### config.mk
export PLATFORM = sky130hd
export DESIGN_NAME = intf_arbiter
export DESIGN_NICKNAME = d
export VERILOG_FILES = /design/src/rtl/intf_arb_pkg.sv /design/src/rtl/intf_req_buf.sv /design/src/rtl/intf_arbiter.sv
export SDC_FILE = /design/constraint.sdc
export NUM_CORES = 1
export LEC_CHECK = 0
export CAP_MARGIN = 30
export CORE_ASPECT_RATIO = 1.4
export CORE_MARGIN = 2
export CORE_UTILIZATION = 54
export CTS_CLUSTER_DIAMETER = 60
export DETAILED_ROUTE_END_ITERATION = 16
export HOLD_SLACK_MARGIN = 0.15
export PLACE_DENSITY = 0.89
export SYNTH_ARGS = -nofsm -noshare
export SYNTH_HDL_FRONTEND = slang
export SYNTH_SLANG_ARGS = --single-unit
### constraint.sdc
create_clock -name clk -period 6.6 [get_ports clk]
set_input_delay 1.32 -clock clk [delete_from_list [all_inputs] [get_ports clk]]
set_output_delay 1.32 -clock clk [all_outputs]
set_load 0.02 [all_outputs]
### src/rtl/intf_arb_pkg.sv
`default_nettype none
// +-------------------------------------------------------------------+
// | intf_arb_pkg - shared types for the SPI/QSPI arbiter      rev 1.0 |
// +-------------------------------------------------------------------+
`ifndef INTERFACE_DATA_WIDTH
`define INTERFACE_DATA_WIDTH 16
`endif
`ifndef INTERFACE_ADDR_WIDTH
`define INTERFACE_ADDR_WIDTH 8
`endif

package intf_arb_pkg;
  localparam int IFC_DW = `INTERFACE_DATA_WIDTH;
  localparam int IFC_AW = `INTERFACE_ADDR_WIDTH;
  localparam int DROP_W = 8;

  typedef enum logic [1:0] {
    IDLE    = 2'd0,
    ISSUE   = 2'd1,
    WAIT_RD = 2'd2
  } state_t;

  typedef enum logic {
    OWN_SPI  = 1'b0,
    OWN_QSPI = 1'b1
  } owner_t;

  typedef struct packed {
    logic [IFC_AW-1:0] addr;
    logic [IFC_DW-1:0] wdata;
    logic              is_write;
  } req_t;
endpackage
`default_nettype wire

### src/rtl/intf_req_buf.sv
`default_nettype none
// +-------------------------------------------------------------------+
// | intf_req_buf - one-entry request buffer, freed on grant   rev 1.0 |
// +-------------------------------------------------------------------+
module intf_req_buf
  import intf_arb_pkg::*;
(
  input  logic              clk,
  input  logic              rst_n,
  input  logic [IFC_AW-1:0] addr_i,
  input  logic [IFC_DW-1:0] wdata_i,
  input  logic              wen_i,
  input  logic              ren_i,
  input  logic              grant_i,
  output logic              full_o,
  output logic [IFC_AW-1:0] addr_o,
  output logic [IFC_DW-1:0] wdata_o,
  output logic              is_write_o,
  output logic [1:0]        drop_o
);
  req_t req_q, req_d;
  logic full_q, full_d;
  logic pulse, capture;

  always_comb begin
    pulse   = wen_i | ren_i;
    capture = pulse & (~full_q | grant_i);
    req_d   = req_q;
    full_d  = full_q & ~grant_i;
    drop_o  = 2'd0;
    if (capture) begin
      req_d  = '{addr: addr_i, wdata: wdata_i, is_write: wen_i};
      full_d = 1'b1;
      // a simultaneous read rides along with the captured write and is lost
      drop_o = {1'b0, wen_i & ren_i};
    end else if (pulse) begin
      drop_o = {1'b0, wen_i} + {1'b0, ren_i};
    end
  end

  always_ff @(posedge clk or negedge rst_n) begin
    if (!rst_n) begin
      req_q  <= '0;
      full_q <= 1'b0;
    end else begin
      req_q  <= req_d;
      full_q <= full_d;
    end
  end

  assign full_o     = full_q;
  assign addr_o     = req_q.addr;
  assign wdata_o    = req_q.wdata;
  assign is_write_o = req_q.is_write;
endmodule
`default_nettype wire

### src/rtl/intf_arbiter.sv
`default_nettype none
// +-------------------------------------------------------------------+
// | intf_arbiter - SPI/QSPI to array_top single-txn arbiter   rev 1.0 |
// +-------------------------------------------------------------------+
module intf_arbiter
  import intf_arb_pkg::*;
#(
  parameter int            DW           = IFC_DW,
  parameter int            AW           = IFC_AW,
  parameter int            RD_TIMEOUT   = 255,
  parameter logic [DW-1:0] TIMEOUT_DATA = '1,
  parameter int            STARVE_LIM   = 4
) (
  input  logic          clk,
  input  logic          rst_n,
  input  logic [AW-1:0] spi_addr_i,
  input  logic          spi_wen_i,
  input  logic          spi_ren_i,
  input  logic [DW-1:0] spi_wdata_i,
  output logic [DW-1:0] spi_rdata_o,
  output logic          spi_rvalid_o,
  input  logic [AW-1:0] qspi_addr_i,
  input  logic          qspi_wen_i,
  input  logic          qspi_ren_i,
  input  logic [DW-1:0] qspi_wdata_i,
  output logic [DW-1:0] qspi_rdata_o,
  output logic          qspi_rvalid_o,
  output logic [AW-1:0] ifc_addr_o,
  output logic          ifc_wen_o,
  output logic [DW-1:0] ifc_wdata_o,
  output logic          ifc_ren_o,
  input  logic [DW-1:0] ifc_rdata_i,
  input  logic          ifc_rvalid_i,
  output logic          rd_timeout_o,
  output logic [1:0]    err_sticky_o,
  output logic [7:0]    drop_cnt_o
);
  localparam int TW = $clog2(RD_TIMEOUT + 1);
  localparam int SW = $clog2(STARVE_LIM + 1);
  localparam logic [TW-1:0] TMO_LAST   = TW'(RD_TIMEOUT - 1);
  localparam logic [SW-1:0] STARVE_MAX = SW'(STARVE_LIM);

  logic          spi_full, qspi_full, spi_isw, qspi_isw;
  logic [AW-1:0] spi_baddr, qspi_baddr;
  logic [DW-1:0] spi_bwdata, qspi_bwdata;
  logic [1:0]    spi_drop, qspi_drop;
  logic          grant_spi, grant_qspi, qspi_turn;
  req_t          sel_req;
  logic [DW-1:0] resp_data;
  logic [DROP_W+2:0] drop_tot;
  logic [DROP_W-1:0] drop_cnt_d;

  state_t        state_q;
  owner_t        owner_q;
  logic [SW-1:0] starve_q;
  logic [TW-1:0] timer_q;
  logic [AW-1:0] ifc_addr_q;
  logic [DW-1:0] ifc_wdata_q, spi_rdata_q, qspi_rdata_q;
  logic          ifc_wen_q, ifc_ren_q, spi_rvalid_q, qspi_rvalid_q, rd_timeout_q;
  logic [1:0]    err_sticky_q;
  logic [DROP_W-1:0] drop_cnt_q;

  intf_req_buf u_spi_buf (
    .clk(clk), .rst_n(rst_n), .addr_i(spi_addr_i), .wdata_i(spi_wdata_i),
    .wen_i(spi_wen_i), .ren_i(spi_ren_i), .grant_i(grant_spi), .full_o(spi_full),
    .addr_o(spi_baddr), .wdata_o(spi_bwdata), .is_write_o(spi_isw), .drop_o(spi_drop)
  );

  intf_req_buf u_qspi_buf (
    .clk(clk), .rst_n(rst_n), .addr_i(qspi_addr_i), .wdata_i(qspi_wdata_i),
    .wen_i(qspi_wen_i), .ren_i(qspi_ren_i), .grant_i(grant_qspi), .full_o(qspi_full),
    .addr_o(qspi_baddr), .wdata_o(qspi_bwdata), .is_write_o(qspi_isw), .drop_o(qspi_drop)
  );

  always_comb begin
    qspi_turn  = qspi_full && (starve_q == STARVE_MAX);
    grant_spi  = (state_q == IDLE) && spi_full && !qspi_turn;
    grant_qspi = (state_q == IDLE) && qspi_full && !grant_spi;
    sel_req    = grant_qspi ? '{addr: qspi_baddr, wdata: qspi_bwdata, is_write: qspi_isw}
                            : '{addr: spi_baddr,  wdata: spi_bwdata,  is_write: spi_isw};
    resp_data  = ifc_rvalid_i ? ifc_rdata_i : TIMEOUT_DATA;
    drop_tot   = {3'b000, drop_cnt_q} + {{(DROP_W - 1){1'b0}}, spi_drop} + {{(DROP_W - 1){1'b0}}, qspi_drop};
    drop_cnt_d = (drop_tot > {3'b000, {DROP_W{1'b1}}}) ? {DROP_W{1'b1}} : drop_tot[DROP_W-1:0];
  end

  always_ff @(posedge clk or negedge rst_n) begin
    if (!rst_n) begin
      state_q       <= IDLE;
      owner_q       <= OWN_SPI;
      starve_q      <= '0;
      timer_q       <= '0;
      ifc_addr_q    <= '0;
      ifc_wdata_q   <= '0;
      ifc_wen_q     <= 1'b0;
      ifc_ren_q     <= 1'b0;
      spi_rdata_q   <= '0;
      qspi_rdata_q  <= '0;
      spi_rvalid_q  <= 1'b0;
      qspi_rvalid_q <= 1'b0;
      rd_timeout_q  <= 1'b0;
      err_sticky_q  <= 2'b00;
      drop_cnt_q    <= '0;
    end else begin
      ifc_wen_q     <= 1'b0;
      ifc_ren_q     <= 1'b0;
      spi_rvalid_q  <= 1'b0;
      qspi_rvalid_q <= 1'b0;
      rd_timeout_q  <= 1'b0;
      drop_cnt_q    <= drop_cnt_d;
      if ((spi_drop != 2'd0) || (qspi_drop != 2'd0)) err_sticky_q[0] <= 1'b1;
      if (ifc_rvalid_i && (state_q != WAIT_RD)) err_sticky_q[1] <= 1'b1;
      case (state_q)
        IDLE: begin
          if (grant_spi || grant_qspi) begin
            owner_q     <= grant_qspi ? OWN_QSPI : OWN_SPI;
            ifc_addr_q  <= sel_req.addr;
            ifc_wdata_q <= sel_req.wdata;
            ifc_wen_q   <= sel_req.is_write;
            ifc_ren_q   <= !sel_req.is_write;
            state_q     <= ISSUE;
            // only SPI wins taken over a waiting QSPI count toward starvation
            if (grant_qspi) starve_q <= '0;
            else if (qspi_full) starve_q <= starve_q + SW'(1);
          end
        end
        ISSUE: begin
          timer_q <= '0;
          state_q <= ifc_ren_q ? WAIT_RD : IDLE;
        end
        WAIT_RD: begin
          if (ifc_rvalid_i || (timer_q == TMO_LAST)) begin
            if (owner_q == OWN_QSPI) begin
              qspi_rdata_q  <= resp_data;
              qspi_rvalid_q <= 1'b1;
            end else begin
              spi_rdata_q  <= resp_data;
              spi_rvalid_q <= 1'b1;
            end
            rd_timeout_q <= !ifc_rvalid_i;
            state_q      <= IDLE;
          end else begin
            timer_q <= timer_q + TW'(1);
          end
        end
        default: state_q <= IDLE;
      endcase
    end
  end

  assign ifc_addr_o    = ifc_addr_q;
  assign ifc_wdata_o   = ifc_wdata_q;
  assign ifc_wen_o     = ifc_wen_q;
  assign ifc_ren_o     = ifc_ren_q;
  assign spi_rdata_o   = spi_rdata_q;
  assign spi_rvalid_o  = spi_rvalid_q;
  assign qspi_rdata_o  = qspi_rdata_q;
  assign qspi_rvalid_o = qspi_rvalid_q;
  assign rd_timeout_o  = rd_timeout_q;
  assign err_sticky_o  = err_sticky_q;
  assign drop_cnt_o    = drop_cnt_q;
endmodule
`default_nettype wire

==> flow_summary.toml, run 1 <==
[worst_hold_path]
hp-class = "register to register"
min_path_cells = 1

[clock_tree]
cts_made_buffers = 17
post_cts_buffers = 0
path_clk_slew_ns = 0.05
post_cts_resized = 0
clk-insertion-delay-late_ns = 0.41
htree_levels = 4
cts_hold_buf = 0
root_buffer = "clkbuf_16"
cts_tree = "done"
clock_sinks = 137
clock_path_buffers = 2

[setup_path]
endpoint = "drop_cnt_o[7]"
cp-start-kind = "input pin"
worstPathCellList = "clkdlybuf4s50_1 > inv_1 > ha_1 > a211oi_4 > nand2b_1 > fa_1 > inv_1 > ha_1 > inv_1 > fa_1 > and3b_1 > and3_1 > nand3_1 > o21a_1"
r2r_end = "drop_cnt_o[7]"
critPathMaxStageDelay_ns = 0.54
slowest_stage = "clkdlybuf4s50_1"
cp.arrival_ns = 4.34
cp_max_fo = 4
crit_top_cell = "inv_1"
r2r_slack_ns = 3.28
end_kind = "register"
critPathRequiredTime_ns = 6.90
r2r_cells = 14
crit_start = "qspi_wen_i"
rr_startpoint = "starve_q[0]"
crit_type = "input pin to register"

[finish]
stdcell_area_sq_um = 8100
final_common_cell = "clkdlybuf4s50_1"
syn_to_final_growth_pct = 35.5
finalNetCount = 696
drive_above_1_share = 0.159
most-common-layout-cells = "clkdlybuf4s50_1, dfrtp_1, nand2_1"
diodes = 0

[routing]
first_iter_violations = 170
vias = 4238
drt_wl_total_microns = 13400
viasPerCell = 5.55
route.detailed.drc = 0
post_drt_wl_per_cell_microns = 17.6
ant_nets = 0
drt_pass1_iterations = 4

[global_route]
antenna_found_initial = 0
gr-total-overflow = 0
grt_pass1_vias = 4548
grt_pass1_wl_microns = 22100
grt_use_total = 0.237
grt_start_max_net_pins = 79

[power]
p_leak_uw = 0.00349
pwr_density_cell_nw_per_um2 = 527
peakVddDrop_mv = 0.328

[floorplanning]
dieArea_sq_um = 11900
rows = 45
start_util = 0.553
die_x_microns = 92.9
coreArea_sq_um = 10800
io_pins = 142
dieHeight_microns = 129

[placement]
port_buffers = 141
place_area_sq_um = 7460
place.detailed.hpwl_microns = 9050
gp_congestion = 0.830

[sta]
tightest_slew_ns = 0.901
finalCriticalPeriod_ns = 4.04
rsz0062_at_grt = "false"
fin_hold_ws_ns = 0.457
tns_ns = 0
max_freq_mhz = 247
final-max-slew-violation-count = 0
clock_skew_ns = 0.00883
slew_headroom = 0.400
final-hold-violation-count = 0
fin_crit_sh = 0.613
setup_viol = 0

[synth]
synth-seq-area-share = 0.573
syn_area_per_cell_sq_um = 12.6
syn-instance-count = 473
synthArstFlopShare = 1.00
syn-cell-area_sq_um = 5980
synth-main-ff-cell = "dfrtp_1"
synth_edf_count = 0
synth_seq_cells = 137
synth_cell_type_count = 50
synth_fp_nets = 559
ys_warn_count = 0

[run]
drv_cap = 0

[status]
status = "finished, final reports clean"
## logic make-up (layout without fill, tap and decap cells)
logic type / count (synthesis) / after routing / synth area share
flops: 137 / 137 / 0.573
simple gates: 111 / 111 / 0.0908
compound gates: 82 / 82 / 0.106
mux: 79 / 79 / 0.147
buf+inv: 44 / 193 / 0.0400
fa+ha+maj: 15 / 15 / 0.0352
xor+xnor: 5 / 5 / 0.00733
## layer usage
| layer | routed length (microns) | share of wire | global-route usage |
|---|---|---|---|
| met5 | 0 | 0 | 0 |
| met4 | 153 | 0.011 | 0.0874 |
| met3 | 1050 | 0.078 | 0.0749 |
| met2 | 6950 | 0.52 | 0.403 |
| met1 | 5270 | 0.39 | 0.285 |
## state kept, by name, summed over array words and instances, names as in the netlist, 2 cells and up
register / count
timer_q: 8
qspi_rdata_o: 16
u_qspi_buf.wdata_o: 16
u_qspi_buf.addr_o: 8
u_spi_buf.wdata_o: 16
u_spi_buf.addr_o: 8
err_sticky_o: 2
starve_q: 3
ifc_wdata_o: 16
state_q: 2
drop_cnt_o: 8
ifc_addr_o: 8
spi_rdata_o: 16
## how the worst min path moves through the flow
stage | from | endpoint | slack, ns
2_1_floorplan | u_spi_buf.addr_o[0] | ifc_addr_o[0] | 0.45
4_1_cts | err_sticky_o[1] | err_sticky_o[1] | 0.46
3_3_place_gp | err_sticky_o[1] | err_sticky_o[1] | 0.45
5_1_grt | err_sticky_o[1] | err_sticky_o[1] | 0.48
6_report | err_sticky_o[1] | err_sticky_o[1] | 0.46
3_5_place_dp | err_sticky_o[1] | err_sticky_o[1] | 0.45
## layout make-up
| type | count | area (sq um) |
|---|---|---|
| Sequential cell | 137 | 3430 |
| Fill cell | 735 | 2710 |
| Multi-Input combinational cell | 292 | 2330 |
| Timing Repair Buffer | 147 | 1500 |
| Clock buffer | 19 | 443 |
| Tap cell | 141 | 176 |
| Clock inverter | 12 | 175 |
| Inverter | 15 | 56.3 |
## through the flow
step / util / setup WS (ns) / total power [uW] / cells
after floorplan: - / 2.54 / 2600 / 473
after global routing: 0.750 / 2.40 / 4520 / 763
final: 0.750 / 2.56 / 4270 / 763
after global placement: 0.687 / 2.28 / 3180 / 730
after detailed placement: 0.690 / 2.14 / 3290 / 731
after CTS: 0.747 / 2.57 / 4300 / 762
## critical path: cells and delay by family
kind,cells,cell delay (ns)
AO/OA/AOI/OAI,2,0.33
buffers and inverters,4,0.73
AND/OR/NAND/NOR,4,0.71
adder cells (fa/ha/maj),4,1.26
## power breakdown
part	total, uW	switching [uW]	internal (uW)
clock network	982	344	639
logic	1770	878	895
registers	1510	272	1240
## synthesized netlist by cell type (2+ instances only)
cell | n | area, sq um
o32a_1 | 16 | 160
buf_4 | 5 | 37.5
a21oi_1 | 2 | 10.0
nor2_1 | 26 | 97.6
fa_1 | 3 | 60.1
nor3b_1 | 2 | 15.0
nor3_1 | 4 | 20.0
buf_6 | 6 | 67.6
a2bb2oi_1 | 16 | 140
nor4_1 | 2 | 12.5
a21o_1 | 3 | 22.5
nand3b_1 | 3 | 22.5
o21a_1 | 2 | 15.0
mux2i_1 | 28 | 280
nand2_1 | 45 | 169
ha_1 | 12 | 150
xnor2_1 | 3 | 26.3
nand4_1 | 3 | 18.8
and2_1 | 3 | 18.8
o21ai_0 | 31 | 155
clkbuf_1 | 10 | 37.5
mux2_2 | 44 | 495
mux2_4 | 7 | 105
a211o_1 | 2 | 17.5
and3_1 | 4 | 25.0
xor2_1 | 2 | 17.5
nand3_1 | 6 | 30.0
dfrtp_1 | 137 | 3430
inv_1 | 15 | 56.3
nand2b_1 | 4 | 25.0
buf_2 | 8 | 40.0
No activity file was read; power rests on OpenSTA's default activity.
==> inputs of run 2 (changes only) <==
- CORE_UTILIZATION: 54 -> 50
- PLACE_DENSITY: 0.89 -> 0.83
- clock period: 6.6 -> 3.89 ns (I/O delays scaled with it)
==> flow_summary.toml, run 2 (synthesized netlist as in run 1, its figures left out) <==
[clock_tree]
cts_hold_buf = 0
clock_sinks = 137
cts_made_buffers = 17
post_cts_buffers = 0
clk-insertion-delay-late_ns = 0.41
root_buffer = "clkbuf_16"
htree_levels = 4
clock_path_buffers = 2
cts_tree = "done"
post_cts_resized = 0
path_clk_slew_ns = 0.06

[finish]
syn_to_final_growth_pct = 36.1
final_util = 0.692
fillers = 853
most-common-layout-cells = "clkdlybuf4s50_1, dfrtp_1, nand2_1"
drive_above_1_share = 0.161
final_common_cell = "clkdlybuf4s50_1"
diodes = 0
stdcell_area_sq_um = 8140
regArea_sq_um = 3430
multi_input_area_sq_um = 2330
finalNetCount = 696

[placement]
place_area_sq_um = 7490
gp_congestion = 0.825
port_buffers = 141
place.detailed.hpwl_microns = 9100

[power]
pwr_density_cell_nw_per_um2 = 899
total_power_uw = 7320
peakVddDrop_mv = 0.433
p_leak_uw = 0.00351

[setup_path]
cp_max_fo = 4
end_kind = "register"
cp-start-kind = "input pin"
cp.arrival_ns = 3.82
crit_type = "input pin to register"
critPathRequiredTime_ns = 4.20

[global_route]
grt_pass1_wl_microns = 21500
grt_use_total = 0.216
antenna_found_initial = 0
grt_start_max_net_pins = 77
grt_pass1_vias = 4487
gr-total-overflow = 0

[routing]
post_drt_wl_per_cell_microns = 17.2
vias = 4240
first_iter_violations = 121
ant_nets = 0
drt_pass1_iterations = 5
route.detailed.drc = 0
viasPerCell = 5.51
drt_wl_total_microns = 13200

[sta]
slew_headroom = 0.389
rsz0062_at_grt = "false"
finalCriticalPeriod_ns = 3.51
final-hold-violation-count = 0
fin_hold_ws_ns = 0.276
max_freq_mhz = 285
final-max-slew-violation-count = 0
tightest_slew_ns = 0.917
clock_skew_ns = 0.00775
fin_crit_sh = 0.902
setup_viol = 0

[floorplanning]
die_x_microns = 96.4
start_util = 0.508
rows = 47
dieArea_sq_um = 12900
coreArea_sq_um = 11800
io_pins = 142
dieHeight_microns = 133

[status]
status = "finished, final reports clean"

[run]
drv_cap = 0

[worst_hold_path]
hp-class = "input pin to async pin"
==> run 2: cell types whose count changed in the layout (fill, tap and decap cells not counted) <==
cell and change:
clkbuf_8 -1, clkbuf_1 -1, bufinv_16 +1, clkinv_2 -1
clkinvlp_4 -2, inv_6 +2, clkinv_4 +2
==> run 2: report_power, final <==
group | internal [uW] | total (uW) | switching, uW
clock | 1140 | 1750 | 608
combinational | 1530 | 3040 | 1510
sequential | 2100 | 2530 | 428
total | 4770 | 7320 | 2540
==> run 2: layer usage <==
| metal | vias to the layer above | part of all wire | global-route usage |
|---|---|---|---|
| li1 | 1947 | - | - |
| met1 | 2116 | 0.40 | 0.257 |
| met2 | 152 | 0.50 | 0.353 |
| met3 | 25 | 0.078 | 0.0792 |
| met4 | 0 | 0.023 | 0.0829 |
| met5 | - | 0 | 0 |
==> run 2: path summary, 6_finish.rpt <==
kind,from,depth (start not counted),slack [ns],to
min in group clk,err_sticky_o[1],1,0.47,err_sticky_o[1]
setup / recovery,qspi_wen_i,14,0.38,drop_cnt_o[7]
hold reg to reg,err_sticky_o[1],1,0.47,err_sticky_o[1]
hold / removal,rst_n,1,0.28,timer_q[4]
setup reg to reg,starve_q[0],14,0.53,drop_cnt_o[7]
max in group asynchronous,rst_n,3,2.56,ifc_addr_o[0]
==> run 2: through the flow <==
stage,instances,TNS (ns),setup WS [ns]
final,769,0,0.380
after CTS,769,0,0.361
after global routing,769,0,0.211
after detailed placement,738,-0.0637,-0.0637
after global placement,736,0,0.119
after floorplan,473,0,0.369
==> run 2: area by class of cell <==
cell class              count  area share
well taps                 147      0.0226
clock buffers              17      0.0523
inverters                  15     0.00692
clock inverters            14      0.0271
repair buffers            147       0.184
multi-input cells         292       0.286
flip-flops and latches    137       0.421
==> run 2: critical path, cell delays in order <==
cell	delay, ns
clkdlybuf4s50_1	0.52
inv_1	0.06
ha_1	0.26
a211oi_4	0.21
nand2b_1	0.17
fa_1	0.42
inv_1	0.07
ha_1	0.17
inv_1	0.06
fa_1	0.39
and3b_1	0.28
and3_1	0.21
nand3_1	0.10
o21a_1	0.11
